## config.mk

```make
export PLATFORM = sky130hd
export DESIGN_NAME = data_mem_ctrl
export DESIGN_NICKNAME = d
export VERILOG_FILES = /design/src/rtl/data_mem_ctrl.sv
export SDC_FILE = /design/constraint.sdc
export NUM_CORES = 1
export LEC_CHECK = 0
export BUFFER_PORTS_ARGS = -buffer_cell sky130_fd_sc_hd__buf_2
export CORE_ASPECT_RATIO = 2
export CORE_MARGIN = 3
export CORE_UTILIZATION = 40
export DETAILED_ROUTE_END_ITERATION = 6
export GPL_TIMING_DRIVEN = 0
export PLACE_DENSITY_LB_ADDON = 0.25
export SLEW_MARGIN = 10
export SYNTH_ARGS = -nofsm -noshare
export SYNTH_HDL_FRONTEND = slang
export SYNTH_SLANG_ARGS = --single-unit
```

## constraint.sdc

```tcl
create_clock -name clk_in -period 4.5 [get_ports clk_in]
set_input_delay 1.125 -clock clk_in [delete_from_list [all_inputs] [get_ports clk_in]]
set_output_delay 1.125 -clock clk_in [all_outputs]
set_load 0.01 [all_outputs]
```

## src/rtl/data_mem_ctrl.sv

```systemverilog
// data_mem_ctrl: load/store sequencer in front of an 8-bit synchronous data RAM.
// Accepts byte or 16-bit word requests over a valid/ready handshake. Each word
// request becomes two byte accesses. The block drives the RAM's data_w/addr/din,
// captures dout, and returns one rsp_valid pulse per request.
//
// Optional build macro: DATA_MEM_CTRL_SIGN_EXT_EN
//   defined   -> byte loads sign-extend into rsp_rdata[15:8]
//   undefined -> byte loads zero-extend into rsp_rdata[15:8]
//
// Ports:
//   clk_in, rst_n         clock (rising edge), asynchronous active-low reset
//   req_valid/req_ready   request handshake; req_ready is high only in IDLE
//   req_we, req_word      1 = store / 1 = 16-bit access
//   req_addr, req_wdata   byte address, store data (a byte store uses [7:0])
//   rsp_valid, rsp_rdata  one-cycle completion pulse, load data
//   mem_we, mem_addr      RAM data_w, RAM addr
//   mem_din, mem_dout     RAM din, RAM dout (valid the cycle after a read edge)
module data_mem_ctrl #(
  parameter int unsigned ADDR_W     = 16,
  parameter bit          BIG_ENDIAN = 1'b0
) (
  input  logic              clk_in,
  input  logic              rst_n,
  input  logic              req_valid,
  output logic              req_ready,
  input  logic              req_we,
  input  logic              req_word,
  input  logic [ADDR_W-1:0] req_addr,
  input  logic [15:0]       req_wdata,
  output logic              rsp_valid,
  output logic [15:0]       rsp_rdata,
  output logic              mem_we,
  output logic [ADDR_W-1:0] mem_addr,
  output logic [7:0]        mem_din,
  input  logic [7:0]        mem_dout
);

  typedef enum logic [2:0] {
    IDLE   = 3'd0,
    ACC_LO = 3'd1,
    ACC_HI = 3'd2,
    CAP    = 3'd3,
    RESP   = 3'd4
  } state_e;

  state_e              state_q;
  logic                we_q;
  logic                word_q;
  logic [ADDR_W-1:0]   addr_q;
  logic [15:0]         wdata_q;
  logic [7:0]          byte0_q;   // first byte read back during a word load

  logic [7:0]          first_byte_c;
  logic [7:0]          second_byte_c;
  logic [7:0]          ext_hi_c;
  logic [15:0]         load_data_c;

  assign req_ready = (state_q == IDLE);

  // A byte store always writes req_wdata[7:0]. A word access writes its first byte
  // according to the byte order.
  assign first_byte_c  = (req_word && BIG_ENDIAN) ? req_wdata[15:8] : req_wdata[7:0];
  assign second_byte_c = BIG_ENDIAN ? wdata_q[7:0] : wdata_q[15:8];

`ifdef DATA_MEM_CTRL_SIGN_EXT_EN
  assign ext_hi_c = {8{mem_dout[7]}};
`else
  assign ext_hi_c = 8'h00;
`endif

  // Final load data, assembled while the last byte is on mem_dout (CAP).
  always_comb begin
    load_data_c = {ext_hi_c, mem_dout};
    if (word_q) begin
      load_data_c = BIG_ENDIAN ? {byte0_q, mem_dout} : {mem_dout, byte0_q};
    end
  end

  // Sequencer FSM and all registered outputs.
  always_ff @(posedge clk_in or negedge rst_n) begin
    if (!rst_n) begin
      state_q   <= IDLE;
      we_q      <= 1'b0;
      word_q    <= 1'b0;
      addr_q    <= '0;
      wdata_q   <= '0;
      byte0_q   <= '0;
      rsp_valid <= 1'b0;
      rsp_rdata <= '0;
      mem_we    <= 1'b0;
      mem_addr  <= '0;
      mem_din   <= '0;
    end else begin
      case (state_q)
        IDLE: begin
          if (req_valid) begin
            we_q     <= req_we;
            word_q   <= req_word;
            addr_q   <= req_addr;
            wdata_q  <= req_wdata;
            mem_addr <= req_addr;
            mem_we   <= req_we;
            mem_din  <= first_byte_c;
            state_q  <= ACC_LO;
          end
        end
        ACC_LO: begin
          if (word_q) begin
            // The address wraps naturally at the ADDR_W boundary.
            mem_addr <= addr_q + ADDR_W'(1);
            mem_din  <= second_byte_c;
            state_q  <= ACC_HI;
          end else begin
            mem_we <= 1'b0;
            if (we_q) begin
              rsp_valid <= 1'b1;
              state_q   <= RESP;
            end else begin
              state_q   <= CAP;
            end
          end
        end
        ACC_HI: begin
          mem_we <= 1'b0;
          if (we_q) begin
            rsp_valid <= 1'b1;
            state_q   <= RESP;
          end else begin
            byte0_q <= mem_dout;
            state_q <= CAP;
          end
        end
        CAP: begin
          rsp_rdata <= load_data_c;
          rsp_valid <= 1'b1;
          state_q   <= RESP;
        end
        RESP: begin
          rsp_valid <= 1'b0;
          state_q   <= IDLE;
        end
        default: begin
          mem_we    <= 1'b0;
          rsp_valid <= 1'b0;
          state_q   <= IDLE;
        end
      endcase
    end
  end

endmodule
```

==> impl_metrics.yaml, run 1 <==
sta:
  period_minus_slack_ns: 2.40
  maxSlewViolCount: 0
  slew_headroom: 0.517
  worst_pin_slew_ns: 0.722
  fin_crit_sh: 0.533
  setup_viol: 0
  fin_skew_ns: 0.00750
  rsz0062_at_grt: "false"
  finalHoldViolCount: 0
  setup_tns_ns: 0
  max_clock_freq_mhz: 417
worst_setup_path:
  rrSetupSlack_ns: 2.73
  worst-endpoint-required_ns: 3.38
  slowest_stage: "dfrtp_1"
  cp-end-kind: "primary output"
  cpPeakStageDelay_ns: 0.42
  crit_type: "flop to primary output"
  worstPathArrival_ns: 1.27
  reg2reg_depth: 3
  reg2reg_to: "byte0_q[1]$_DFFE_PN0P_"
  critPathMaxFanout: 10
  critPathLaunchType: "flop"
  crit_chain: "buf_6, nor3_1, buf_2"
  r2r-start: "state_q[0]$_DFFE_PN0P_"
floorplanning:
  fp.dieArea_mm2: 0.0106
  core-area_mm2: 0.00907
  start_util: 0.412
  top_level_ports: 88
  placementRows: 49
  die_w_um: 74.4
  die_y_um: 143
layout:
  instances_no_fill: 528
  antenna_cells: 0
  final_layout_size_suffix_gt1_frac: 0.364
  nets: 467
  area_delta_synth_final_pct: 24.5
  multi_input_area_mm2: 0.00162
  final_common_cell: "buf_2"
  layout_common_cells: "buf_2, dfrtp_1, nand2_1, o21ai_0, mux2i_1"
  ff_latch_area_mm2: 0.00198
  nFillCells: 820
route:
  drc: 0
  via_count: 2697
  wirelength_um: 8720
  drt_first_iter_violations: 100
  dr.pass1.iters: 6
  ant_nets: 0
  viasPerCell: 5.11
  wl_per_cell_um: 16.5
power_and_ir_drop:
  max-vdd-ir-drop_mv: 0.310
  leakagePower_uw: 0.00225
  powerDensity_mw_per_mm2: 780
flow_run:
  maxCapViolCount: 0
logic_synthesis:
  synthCells: 322
  synth_top_area_share: 0.529
  synth_area_mm2: 0.00374
  syn_area_per_cell_um2: 11.6
  ys_seq_area_frac: 0.529
  synth_area_leader_cell: "dfrtp_1"
  synth_nets: 368
  synth_cell_types: 39
  yosysWarnings: 0
  synth-seq-cells: 79
  synth_area_leaders: "dfrtp_1, mux2_4, mux2i_1"
hold_path:
  hold_class: "flop to flop"
  worstHoldEndpoint: "mem_addr[2]$_DFFE_PN0P_"
  min_from: "mem_addr[2]$_DFFE_PN0P_"
  whs_path_depth: 2
clock_network:
  cts_made_buffers: 9
  htreeDepth: 3
  clk_path_buf_depth: 2
  cts_tree: "done"
  postCtsSetupBuffers: 0
  clkLatencyLatePin_ns: 0.34
  holdBufCountCts: 0
  clock-sinks: 79
  cts_resized: 0
  clkTransAtPathRegs_ns: 0.06
  ctsRootBufferMaster: "clkbuf_16"
placed_design:
  gp_congestion: 0.774
  dp_hpwl_um: 6540
  port_buffers: 87
  dp_cells: 512
grt:
  antenna_found_initial: 0
  grt_remaining_overflow: 0
  grt_max_degree: 65
  grt_pass1_wl_um: 14200
  grt_pass1_vias: 2838
  grt.total_usage: 0.177
run_status:
  status: "finished clean"
kinds of logic after synthesis:
group | count (synthesis) | synth area share
AND/OR/NAND/NOR | 92 | 0.132
flip-flops | 79 | 0.529
AO/OA/AOI/OAI | 58 | 0.0840
multiplexers | 57 | 0.184
buffers and inverters | 22 | 0.0375
XOR/XNOR | 13 | 0.0305
adder cells (fa/ha/maj) | 1 | 0.00335
layout make-up:
type | count | area share
clock inverter | 5 | 0.0175
tap | 102 | 0.0274
buffer | 17 | 0.0261
sequential | 79 | 0.425
multi-input combinational | 221 | 0.348
inverter | 5 | 0.00403
clock buffer | 11 | 0.0521
timing repair buffer | 88 | 0.100
Yosys cell counts (all sizes together):
cell type	n
dfrtp	79
nand2	54
o21ai	44
mux2	32
mux2i	25
nor2	13
buf	11
nand3	8
xor2	7
a21oi	6
clkbuf	6
xnor2	6
inv	5
nand4	4
nor3	4
a22oi	3
nor4	3
a211oi	1
a221o	1
a31oi	1
and2	1
and3	1
ha	1
nand2b	1
nor2b	1
nor4b	1
o211a	1
o211ai	1
or3	1
where the power goes:
group          internal (uW)  switching, uW
combinational            747            785
sequential              1060            250
clock                    501            285
total                   2310           1320
metrics by stage:
step	utilization	total power [uW]	cell area (um2)	setup WS, ns	hold slack, ns
2_1_floorplan	-	2390	3740	2.36	0.480
3_3_place_gp	0.474	2840	4300	1.70	0.458
3_5_place_dp	0.477	2890	4330	2.03	0.467
4_1_cts	0.513	3690	4660	2.05	0.481
5_1_grt	0.513	3900	4660	2.04	0.504
6_report	0.513	3630	4660	2.10	0.472
state kept, by name (all words and copies together) (netlist names), 3 cells and up:
register / flops
addr_q: 16
byte0_q: 8
mem_addr: 16
mem_din: 8
rsp_rdata: 16
state_q: 3
wdata_q: 8
routing by layer:
metal / wire length (um) / vias to the layer above / GRT usage / share of wire
li1: - / 1315 / - / -
met1: 3300 / 1317 / 0.187 / 0.38
met4: 139 / 0 / 0.0629 / 0.016
met2: 4880 / 56 / 0.325 / 0.56
met5: 0 / - / 0 / 0
met3: 409 / 9 / 0.0486 / 0.047
worst max-delay path: cells and delay by family, from the launching register on:
kind	cells	cell delay, ns
flip-flops	1	0.42
buffers and inverters	2	0.33
AND/OR/NAND/NOR	1	0.19
how the worst max path moves through the flow:
stage,start,end
6_report,state_q[0]$_DFFE_PN0P_,req_ready
2_1_floorplan,req_valid,addr_q[0]$_DFFE_PN0P_
3_3_place_gp,rst_n,rsp_rdata[12]$_DFFE_PN0N_
5_1_grt,state_q[0]$_DFFE_PN0P_,req_ready
3_5_place_dp,req_valid,mem_addr[8]$_DFFE_PN0P_
4_1_cts,state_q[0]$_DFFE_PN0P_,req_ready
(Power assumes the default switching activity.)
==> run 2: changes to the inputs <==
Settings changed: ABC_AREA from default to 1.
Clock period 4.5 ns to 2.4 ns, I/O delays scaled along.
==> impl_metrics.yaml, run 2 <==
route:
  wl_per_cell_um: 15.7
  viasPerCell: 5.13
  wirelength_um: 10700
  dr.pass1.iters: 4
  drt_first_iter_violations: 216
  via_count: 3483
  ant_nets: 0
  drc: 0
power_and_ir_drop:
  leakagePower_uw: 0.00241
  powerDensity_mw_per_mm2: 1410
  max-vdd-ir-drop_mv: 0.676
  total_power_uw: 6490
logic_synthesis:
  synth-edff-count: 0
  syn_area_per_cell_um2: 7.91
  synthArstFlopShare: 1.00
  synth_area_leaders: "dfrtp_1, nand2_1, o21ai_0"
  netlist_top_cells_count: "nand2_1, dfrtp_1, nor2_1, inv_1, o21ai_0"
  synth_top_area_share: 0.529
  ys_seq_area_frac: 0.529
  synth-seq-cells: 79
  synth_nets: 518
  synthCells: 472
  yosys.cell_count.top_type: "nand2_1"
  synth_area_mm2: 0.00373
  synthFlopType: "dfrtp_1"
  synth_area_leader_cell: "dfrtp_1"
  synth_cell_types: 27
  yosysWarnings: 0
grt:
  grt.total_usage: 0.213
  grt_pass1_wl_um: 17100
  antenna_found_initial: 0
  grt_remaining_overflow: 0
  grt_pass1_vias: 3551
  grt_max_degree: 62
worst_setup_path:
  slowest_stage: "dfrtp_1"
  rrSetupSlack_ns: 0.77
  worst-endpoint-required_ns: 1.80
  worstPathArrival_ns: 1.24
  critPathLaunchType: "flop"
  reg2reg_to: "mem_addr[9]$_DFFE_PN0P_"
  critPathMaxFanout: 6
  crit_type: "flop to primary output"
  cp-end-kind: "primary output"
  reg2reg_depth: 8
  crit_chain: "inv_1, nand2_1, nor2_4, buf_2"
  r2r-start: "state_q[2]$_DFFE_PN0P_"
  cpPeakStageDelay_ns: 0.40
layout:
  layout_common_cells: "nand2_1, buf_2, dfrtp_1, nor2_1, inv_1"
  final_common_cell: "nand2_1"
  area_delta_synth_final_pct: 23.7
  final_layout_size_suffix_gt1_frac: 0.233
  final_util: 0.509
  nets: 617
  largest_registers: "addr_q (16), mem_addr (16), rsp_rdata (16)"
sta:
  worst_pin_slew_ns: 0.467
  period_minus_slack_ns: 1.84
  slew_headroom: 0.689
  fin_hold_ws_ns: 0.136
  setup_viol: 0
  maxSlewViolCount: 0
  setup_tns_ns: 0
  fin_crit_sh: 0.767
  finalHoldViolCount: 0
  rsz0062_at_grt: "false"
  fin_skew_ns: 0.00857
  max_clock_freq_mhz: 543
clock_network:
  clkTransAtPathRegs_ns: 0.06
  clock-sinks: 79
  cts_tree: "done"
  ctsRootBufferMaster: "clkbuf_16"
  cts_resized: 0
  clk_path_buf_depth: 2
  clkLatencyLatePin_ns: 0.34
  cts_made_buffers: 9
  holdBufCountCts: 0
  htreeDepth: 3
  postCtsSetupBuffers: 0
floorplanning:
  die_w_um: 74.3
  placementRows: 49
  die_y_um: 143
  fp.dieArea_mm2: 0.0106
  start_util: 0.412
  top_level_ports: 88
  core-area_mm2: 0.00907
run_status:
  status: "finished clean"
placed_design:
  port_buffers: 87
  gp_congestion: 0.951
  dp_hpwl_um: 7900
flow_run:
  maxCapViolCount: 0
hold_path:
  hold_class: "input port to async pin"
## run 2: changes by cell type after synthesis, moves of 7 or more
| cell | before | now |
|---|---|---|
| nand3_1 | 7 | 21 |
| mux2_4 | 21 | 0 |
| mux2_2 | 11 | 0 |
| a31oi_1 | 1 | 8 |
| mux2i_1 | 25 | 0 |
| nand2_1 | 53 | 169 |
| inv_1 | 5 | 36 |
| o21ai_1 | 5 | 25 |
| nor2_1 | 11 | 45 |
| buf_2 | 1 | 13 |
## run 2: power by group
part	internal (uW)	leakage [uW]	switching, uW
logic	1010	0.00129	1750
clock network	798	0.000149	548
registers	1980	0.000968	406
## run 2: per-layer routing
layer | track usage | vias to the layer above | routed length (um)
met3 | 0.0388 | 28 | 481
met4 | 0.123 | 0 | 468
met2 | 0.376 | 105 | 5750
met5 | 0 | - | 0
li1 | - | 1704 | -
met1 | 0.230 | 1646 | 3970
## run 2: cell type report
cell class | count | area, um2
Fill cell | 901 | 4450
Timing Repair Buffer | 88 | 465
Buffer | 21 | 129
Clock inverter | 7 | 63.8
Clock buffer | 9 | 225
Inverter | 38 | 145
Multi-Input combinational cell | 334 | 1480
Tap cell | 102 | 128
Antenna cell | 1 | 2.50
Sequential cell | 79 | 1980
## run 2: worst max-delay path by stage
stage / startpoint / depth (start not counted) / slack [ns] / end
finish: state_q[1]$_DFFE_PN0P_ / 4 / 0.56 / req_ready
global route: state_q[1]$_DFFE_PN0P_ / 4 / 0.51 / req_ready
CTS: state_q[1]$_DFFE_PN0P_ / 4 / 0.54 / req_ready
detailed placement: req_valid / 7 / 0.71 / wdata_q[9]$_DFFE_PN0P_
global placement: rst_n / 1 / 0.10 / mem_din[4]$_DFFE_PN0P_
floorplan: req_valid / 6 / 1.08 / wdata_q[10]$_DFFE_PN0P_
## run 2: kinds of logic (layout without fill, tap and decap cells)
logic type	after synthesis	after routing	share of synthesized area
AO/OA/AOI/OAI	80	80	0.114
other	0	1	0
adder cells (fa/ha/maj)	1	1	0.00335
XOR/XNOR	4	4	0.00938
flip-flops	79	79	0.529
AND/OR/NAND/NOR	249	249	0.270
buffers and inverters	59	163	0.0734
## run 2: through the flow
step           worst slack [ns]  std cells  instance area, um2
2_1_floorplan              1.08        472                3730
3_3_place_gp              0.103        661                4300
3_5_place_dp              0.713        662                4330
4_1_cts                   0.541        678                4620
5_1_grt                   0.508        678                4620
6_report                  0.560        679                4620
## run 2: worst max-delay path: cells and delay by family (launching register included)
kind	cells	cell delay [ns]
DFF	1	0.40
buffers and inverters	2	0.25
and+or+nand+nor	2	0.25
==> run 3: changes to the inputs <==
Clock period 2.4 ns to 1.8 ns, I/O delays scaled along.
==> impl_metrics.yaml, run 3 (synthesis results as in run 2) <==
run_status:
  status: "finished clean"
worst_setup_path:
  cp-end-kind: "primary output"
  slowest_stage: "dfrtp_1"
  worst-endpoint-required_ns: 1.35
  crit_type: "flop to primary output"
  critPathLaunchType: "flop"
  worstPathArrival_ns: 1.24
  critPathMaxFanout: 6
  rrSetupSlack_ns: 0.17
  cpPeakStageDelay_ns: 0.40
  crit_chain: "inv_1, nand2_1, nor2_4, buf_2"
route:
  via_count: 3505
  dr.pass1.iters: 5
  ant_nets: 0
  drc: 0
  wl_per_cell_um: 15.7
  wirelength_um: 10700
  drt_first_iter_violations: 260
  viasPerCell: 5.15
grt:
  antenna_found_initial: 0
  grt.total_usage: 0.213
  grt_pass1_wl_um: 17100
  grt_max_degree: 62
  grt_remaining_overflow: 0
  grt_pass1_vias: 3551
sta:
  finalHoldViolCount: 0
  fin_skew_ns: 0.00827
  maxSlewViolCount: 0
  worst_pin_slew_ns: 0.461
  period_minus_slack_ns: 1.69
  setup_viol: 0
  fin_hold_ws_ns: 0.325
  slew_headroom: 0.692
  max_clock_freq_mhz: 593
  rsz0062_at_grt: "false"
  fin_crit_sh: 0.937
layout:
  area_delta_synth_final_pct: 24.0
  final_common_cell: "nand2_1"
  layout_common_cells: "nand2_1, buf_2, dfrtp_1, nor2_1, inv_1"
  instances_no_fill: 680
  largest_registers: "addr_q (16), mem_addr (16), rsp_rdata (16)"
  final_layout_size_suffix_gt1_frac: 0.232
  nets: 618
placed_design:
  port_buffers: 87
  dp_hpwl_um: 7900
  gp_congestion: 0.951
  dp_cells: 662
floorplanning:
  placementRows: 49
  fp.dieArea_mm2: 0.0106
  die_w_um: 74.3
  start_util: 0.412
  top_level_ports: 88
  die_y_um: 143
  core-area_mm2: 0.00907
clock_network:
  ctsRootBufferMaster: "clkbuf_16"
  clock-sinks: 79
  clkLatencyLatePin_ns: 0.34
  clkTransAtPathRegs_ns: 0.06
  htreeDepth: 3
  cts_tree: "done"
  clk_path_buf_depth: 2
  cts_made_buffers: 9
power_and_ir_drop:
  powerDensity_mw_per_mm2: 1870
  total_power_uw: 8650
  max-vdd-ir-drop_mv: 0.902
  leakagePower_uw: 0.00242
hold_path:
  hold_class: "input port to flop"
flow_run:
  maxCapViolCount: 0
run 3: changes by cell type in the layout (fill, tap and decap cells not counted), sizes merged:
cell,previous run,this run
dlygate4sd3,0,1
run 3: area by class of cell:
type | instances | area (um2)
antenna | 1 | 2.50
fill | 900 | 4440
tap | 102 | 128
sequential | 79 | 1980
inverter | 38 | 145
clock buffer | 9 | 225
clock inverter | 7 | 63.8
multi-input combinational | 334 | 1480
buffer | 21 | 129
timing repair buffer | 89 | 475
run 3: critical path: cells and delay by family, from the launching register on:
kind | cells | cell delay [ns]
and+or+nand+nor | 2 | 0.25
DFF | 1 | 0.40
buffers and inverters | 2 | 0.25
run 3: layer usage:
| metal | routed length [um] | GRT usage | vias up |
|---|---|---|---|
| li1 | - | - | 1709 |
| met1 | 3940 | 0.230 | 1661 |
| met2 | 5820 | 0.376 | 110 |
| met3 | 499 | 0.0388 | 25 |
| met4 | 411 | 0.123 | 0 |
| met5 | 0 | 0 | - |
run 3: path summary, 6_finish.rpt:
path / endpoint / start / cells past startpoint
max: req_ready / state_q[1]$_DFFE_PN0P_ / 4
min: wdata_q[13]$_DFFE_PN0P_ / req_wdata[13] / 3
max reg2reg: mem_addr[9]$_DFFE_PN0P_ / state_q[2]$_DFFE_PN0P_ / 8
min reg2reg: byte0_q[0]$_DFFE_PN0P_ / byte0_q[0]$_DFFE_PN0P_ / 2
max in group asynchronous: byte0_q[5]$_DFFE_PN0P_ / rst_n / 3
min in group asynchronous: mem_addr[6]$_DFFE_PN0P_ / rst_n / 2
run 3: stage by stage:
step	setup slack [ns]	setup TNS, ns	utilization	area [um2]
after floorplan	0.501	0	-	3730
after global placement	-0.347	-26.79	0.474	4300
after detailed placement	0.148	0	0.477	4330
after CTS	0.0906	0	0.510	4630
after global routing	0.0548	0	0.510	4630
final	0.114	0	0.510	4630
run 3: repair_timing:
action                    4_1_cts  5_1_grt
hold buffers                    1        0
buffers inserted                0        0
gates resized for setup         0        0
hold endpoints to repair        3        0
run 3: report_power, final:
| group | internal (uW) | leakage [uW] | switching, uW |
|---|---|---|---|
| Clock | 1060 | 0.000149 | 725 |
| Sequential | 2640 | 0.000968 | 544 |
| Combinational | 1350 | 0.00130 | 2330 |
| Total | 5050 | 0.00242 | 3600 |
